**src/rtl/exp_3c_dec.sv**
```systemverilog
// 5-to-32 registered one-hot decoder built from a 2-to-4 pre-decoder
// that enables one of four 3-to-8 sub-decoders.
module exp_3c_dec #(
  parameter int SEL_W = 5,
  parameter int SUB_W = 3
) (
  input  logic              clk,
  input  logic              rst_n,
  input  logic [SEL_W:0]    din,
  input  logic              en,
  output logic [2**SEL_W-1:0] dout,
  output logic              dout_vld,
  output logic              range_err
);

  localparam int DOUT_W = 2**SEL_W;
  localparam int PRE_W  = SEL_W - SUB_W;
  localparam int NSUB   = 2**PRE_W;
  localparam int SUB_N  = 2**SUB_W;

  logic [NSUB-1:0]   pre;
  logic [DOUT_W-1:0] dec;

  // din[SEL_W] is the out-of-range flag; it blocks every sub-decoder
  for (genvar k = 0; k < NSUB; k++) begin : g_sub
    localparam logic [PRE_W-1:0] K = PRE_W'(k);
    assign pre[k] = en & ~din[SEL_W] & (din[SEL_W-1:SUB_W] == K);
    assign dec[SUB_N*k +: SUB_N] =
      pre[k] ? (SUB_N'(1) << din[SUB_W-1:0]) : '0;
  end

  always_ff @(posedge clk) begin
    if (!rst_n) begin
      dout      <= '0;
      dout_vld  <= 1'b0;
      range_err <= 1'b0;
    end else begin
      dout      <= dec;
      dout_vld  <= |pre;
      range_err <= en & din[SEL_W];
    end
  end

endmodule

```
**config.mk**
```make
export PLATFORM = sky130hd
export DESIGN_NAME = exp_3c_dec
export DESIGN_NICKNAME = d
export VERILOG_FILES = /design/src/rtl/exp_3c_dec.sv
export SDC_FILE = /design/constraint.sdc
export NUM_CORES = 1
export LEC_CHECK = 0
export ABC_AREA = 0
export CORE_MARGIN = 5
export CORE_UTILIZATION = 40
export CTS_CLUSTER_SIZE = 14
export DETAILED_ROUTE_END_ITERATION = 7
export PLACE_DENSITY = 0.82
export SYNTH_ARGS = -nofsm -noshare
export SYNTH_HDL_FRONTEND = slang
export SYNTH_SLANG_ARGS = --single-unit
```
**constraint.sdc**
```tcl
create_clock -name clk -period 1.5 [get_ports clk]
set_input_delay 0.375 -clock clk [delete_from_list [all_inputs] [get_ports clk]]
set_output_delay 0.375 -clock clk [all_outputs]
set_load 0.01 [all_outputs]
```
==> PnR_summary.wiki <==
{| class="wikitable"
! Metric !! Value
|-
| End-of-flow core utilization || 0.6389
|-
| IO Pins || 43
|-
| Combined flip-flop and latch cell area || 680.7 µm²
|-
| Std cell rows || 18
|-
| Power per cell area || 947.6 nW/µm²
|-
| Final setup violating endpoints || 0
|-
| Part of the power in the clock network || 0.316
|-
| Setup repair after global routing missed its margin || false
|-
| Maximum root-to-sink buffer count || 2
|-
| Final number of hold-violating endpoints || 0
|-
| Highest-delay cell along the critical path || dfxtp_1
|-
| Hold depth || 3
|-
| Syn_area_per_cell || 11.18 µm²
|-
| Root buf cell || clkbuf_4
|-
| Fraction of the cycle the final worst path needs || 0.8714
|-
| Count of routing violations after the opening detailed-route iteration || 16
|-
| Internal cell power || 1176 µW
|-
| Required time of the worst setup path || 1.12 ns
|-
| Port Buffers || 42
|-
| Minimum setup slack in the final design || 0.1928 ns
|-
| Final cell count without fillers || 179
|-
| Worst-case headroom to the max-slew limit || 0.8227
|-
| Final std cell area, no fill || 1583 µm²
|-
| Reg power frac || 0.605
|-
| Number of fill cells || 231
|-
| VDD IR-drop max || 612.8 µV
|-
| First-pass GRT wire length || 4.057 mm
|-
| Die W || 60.71 µm
|-
| Final period demand of the worst path || 1.307 ns
|-
| Initial antenna violation count || 0
|-
| Via count of the first global-routing pass || 895
|-
| List of cells traversed by the critical path || dlygate4sd2_1
|-
| Core Area || 2477 µm²
|-
| Fraction of final layout cells sized beyond drive strength 1 || 0.1812
|-
| Global placement routability congestion || 0.7290
|-
| Growth of design area from synthesis to finish || 53.89%
|-
| Global-route total usage across every layer || 0.1584
|-
| Area after detailed placement || 1574 µm²
|-
| Area of combinational cells with multiple inputs || 304.0 µm²
|-
| Vias per cell || 4.933
|-
| Cell area after synthesis || 1028 µm²
|-
| #FFs+latches synth || 34
|-
| Number of antenna-violating nets in the routed design || 0
|-
| Num CTS Buffers || 5
|-
| Syn nets || 101
|-
| Vias || 883
|-
| Starting utilization of the core area || 0.4152
|-
| Final HPWL from detailed placement || 1.928 mm
|-
| Count of hold buffers inserted by post-cts repair || 0
|-
| Detailed-route wire length per cell || 13.72 µm
|-
| Critical path arrival || 0.93 ns
|-
| Number of search-and-repair iterations in the first detailed-routing pass || 4
|-
| Die Height || 60.71 µm
|-
| Net switching power || 323.6 µW
|-
| Top delay family on crit path || flip-flops
|-
| Final count of pins violating max slew || 0
|-
| Most area-hungry cell type in the Yosys netlist || dfxtp_1
|-
| Kind of capture point of the worst setup path || output pin
|-
| Largest cells by area after synthesis || dfxtp_1 (66%), nor4_1 (6.7%), nor2_1 (4.7%)
|-
| H-tree level count || 2
|-
| Pleak || 0.0007524 µW
|-
| Syn. warnings || 0
|-
| Drc violations || 0
|-
| Cell count after placement || 173
|-
| Clock slew at reported path FFs || 0.09 ns
|-
| Sequential cell area fraction in the yosys report || 0.6618
|-
| Critical path's largest stage delay || 0.32 ns
|-
| Switching share of power || 0.2157
|-
| Nets || 159
|-
| Post-synthesis instance total || 92
|-
| Clock tree from TritonCTS || built
|-
| Post CTS Setup Buffer Count || 0
|-
| Max Cap Violations || 0
|-
| Antenna cells || 0
|-
| Worst Setup Path Type || flip-flop to output pin
|-
| Post-synth cell types || 19
|-
| Hold slack || 0.6738 ns
|-
| Worst-case setup slack after placement || -0.1290 ns
|-
| Slew at the pin closest to its max-slew limit || 0.2635 ns
|-
| Classification of the worst-slack hold path || input pin to flip-flop
|-
| Highest net fanout along the worst path || 1
|-
| Sort of element at the start of the critical path || flip-flop
|-
| Clock sink total || 34
|-
| Overflow after GRT || 0
|-
| Gate power share || 0.079
|-
| Hold path start || en
|-
| Top achievable clock speed || 765.0 MHz
|-
| WP buf/inv || 1
|-
| Status || complete, no violations
|-
| Resized cells post-CTS || 34
|-
| Wire length reported by the detailed router || 2.456 mm
|-
| Worst-case hold path end point || dout_vld
|-
| Share of the synthesized area in the top cell type || 0.6618
|-
| Total Die Area || 3685 µm²
|-
| Largest net degree at the start of global routing || 14
|}
## Yosys cell counts
cell type and number:
inv_1 1, nor4_2 1, nand4b_1 3, nand4_1 1, dfxtp_1 34, nor3_1 6
nand2b_1 2, nor2_1 13, nor4b_1 2, or4b_1 1, nand4bb_1 1, or2_2 1
buf_2 8, or4b_4 1, nand4b_2 1, nand2_1 3, nor4_1 11, nand3b_1 1
and3_1 1
## per-layer routing
layer | part of all wire | wire (µm) | GRT usage | up-vias
met5 | 0 | 0 | 0 | -
met4 | 0.032 | 79 | 0.1084 | 0
met3 | 0.066 | 161 | 0.06383 | 8
met2 | 0.51 | 1261 | 0.2656 | 33
met1 | 0.39 | 953 | 0.1603 | 407
li1 | - | - | - | 435
## registers in the layout, summed over array words and instances, names as in the netlist
register,cells
range_err,1
dout_vld,1
dout,32
## layout make-up
cell class / instances / share of cell area
Multi-Input combinational cell: 49 / 0.1921
Clock buffer: 6 / 0.03241
Tap cell: 30 / 0.02372
Inverter: 1 / 0.002372
Timing Repair Buffer: 59 / 0.3194
Sequential cell: 34 / 0.4300
## placed cells by master, fill, tap and decap left out, types with 2 or more instances in the layout
cell type / instances
nor4_1: 11
nor2_1: 13
clkdlybuf4s50_1: 8
nor3_1: 6
dlygate4sd2_1: 34
buf_4: 17
dfxtp_1: 34
nor4b_1: 2
nand4b_1: 3
nand2_1: 3
clkbuf_4: 5
nand2b_1: 2
## metrics by stage
step | total power, µW | TNS (ns)
floorplan | 980.0 | 0
global placement | 1044 | -0.5179
detailed placement | 1049 | -1.595
CTS | 1519 | 0
global route | 1579 | 0
finish | 1500 | 0
## power groups by stage
stage          clock, µW  combinational [µW]  sequential (µW)
6_report             474                 118              908
3_3_place_gp           0                 115              929
2_1_floorplan          0                48.1              932
3_5_place_dp           0                 120              929
5_1_grt              544                 126              909
4_1_cts              494                 117              908
## how the worst max path moves through the flow
stage	from	end	slack, ns	cells past startpoint
2_1_floorplan	din[2]	dout[24]	0.35	3
3_3_place_gp	din[2]	dout[8]	-0.07	3
3_5_place_dp	din[2]	dout[1]	-0.13	3
4_1_cts	dout[12]	dout[12]	0.16	1
5_1_grt	din[2]	dout[8]	0.1	3
6_report	dout[12]	dout[12]	0.19	1
## kinds of logic (layout without fill, tap and decap cells)
logic type             count (synthesis)  in the layout  synth area share
and+or+nand+nor                       49             49            0.2956
DFF                                   34             34            0.6618
buffers and inverters                  9             66           0.04258
No activity file was read; power rests on OpenSTA's default activity.
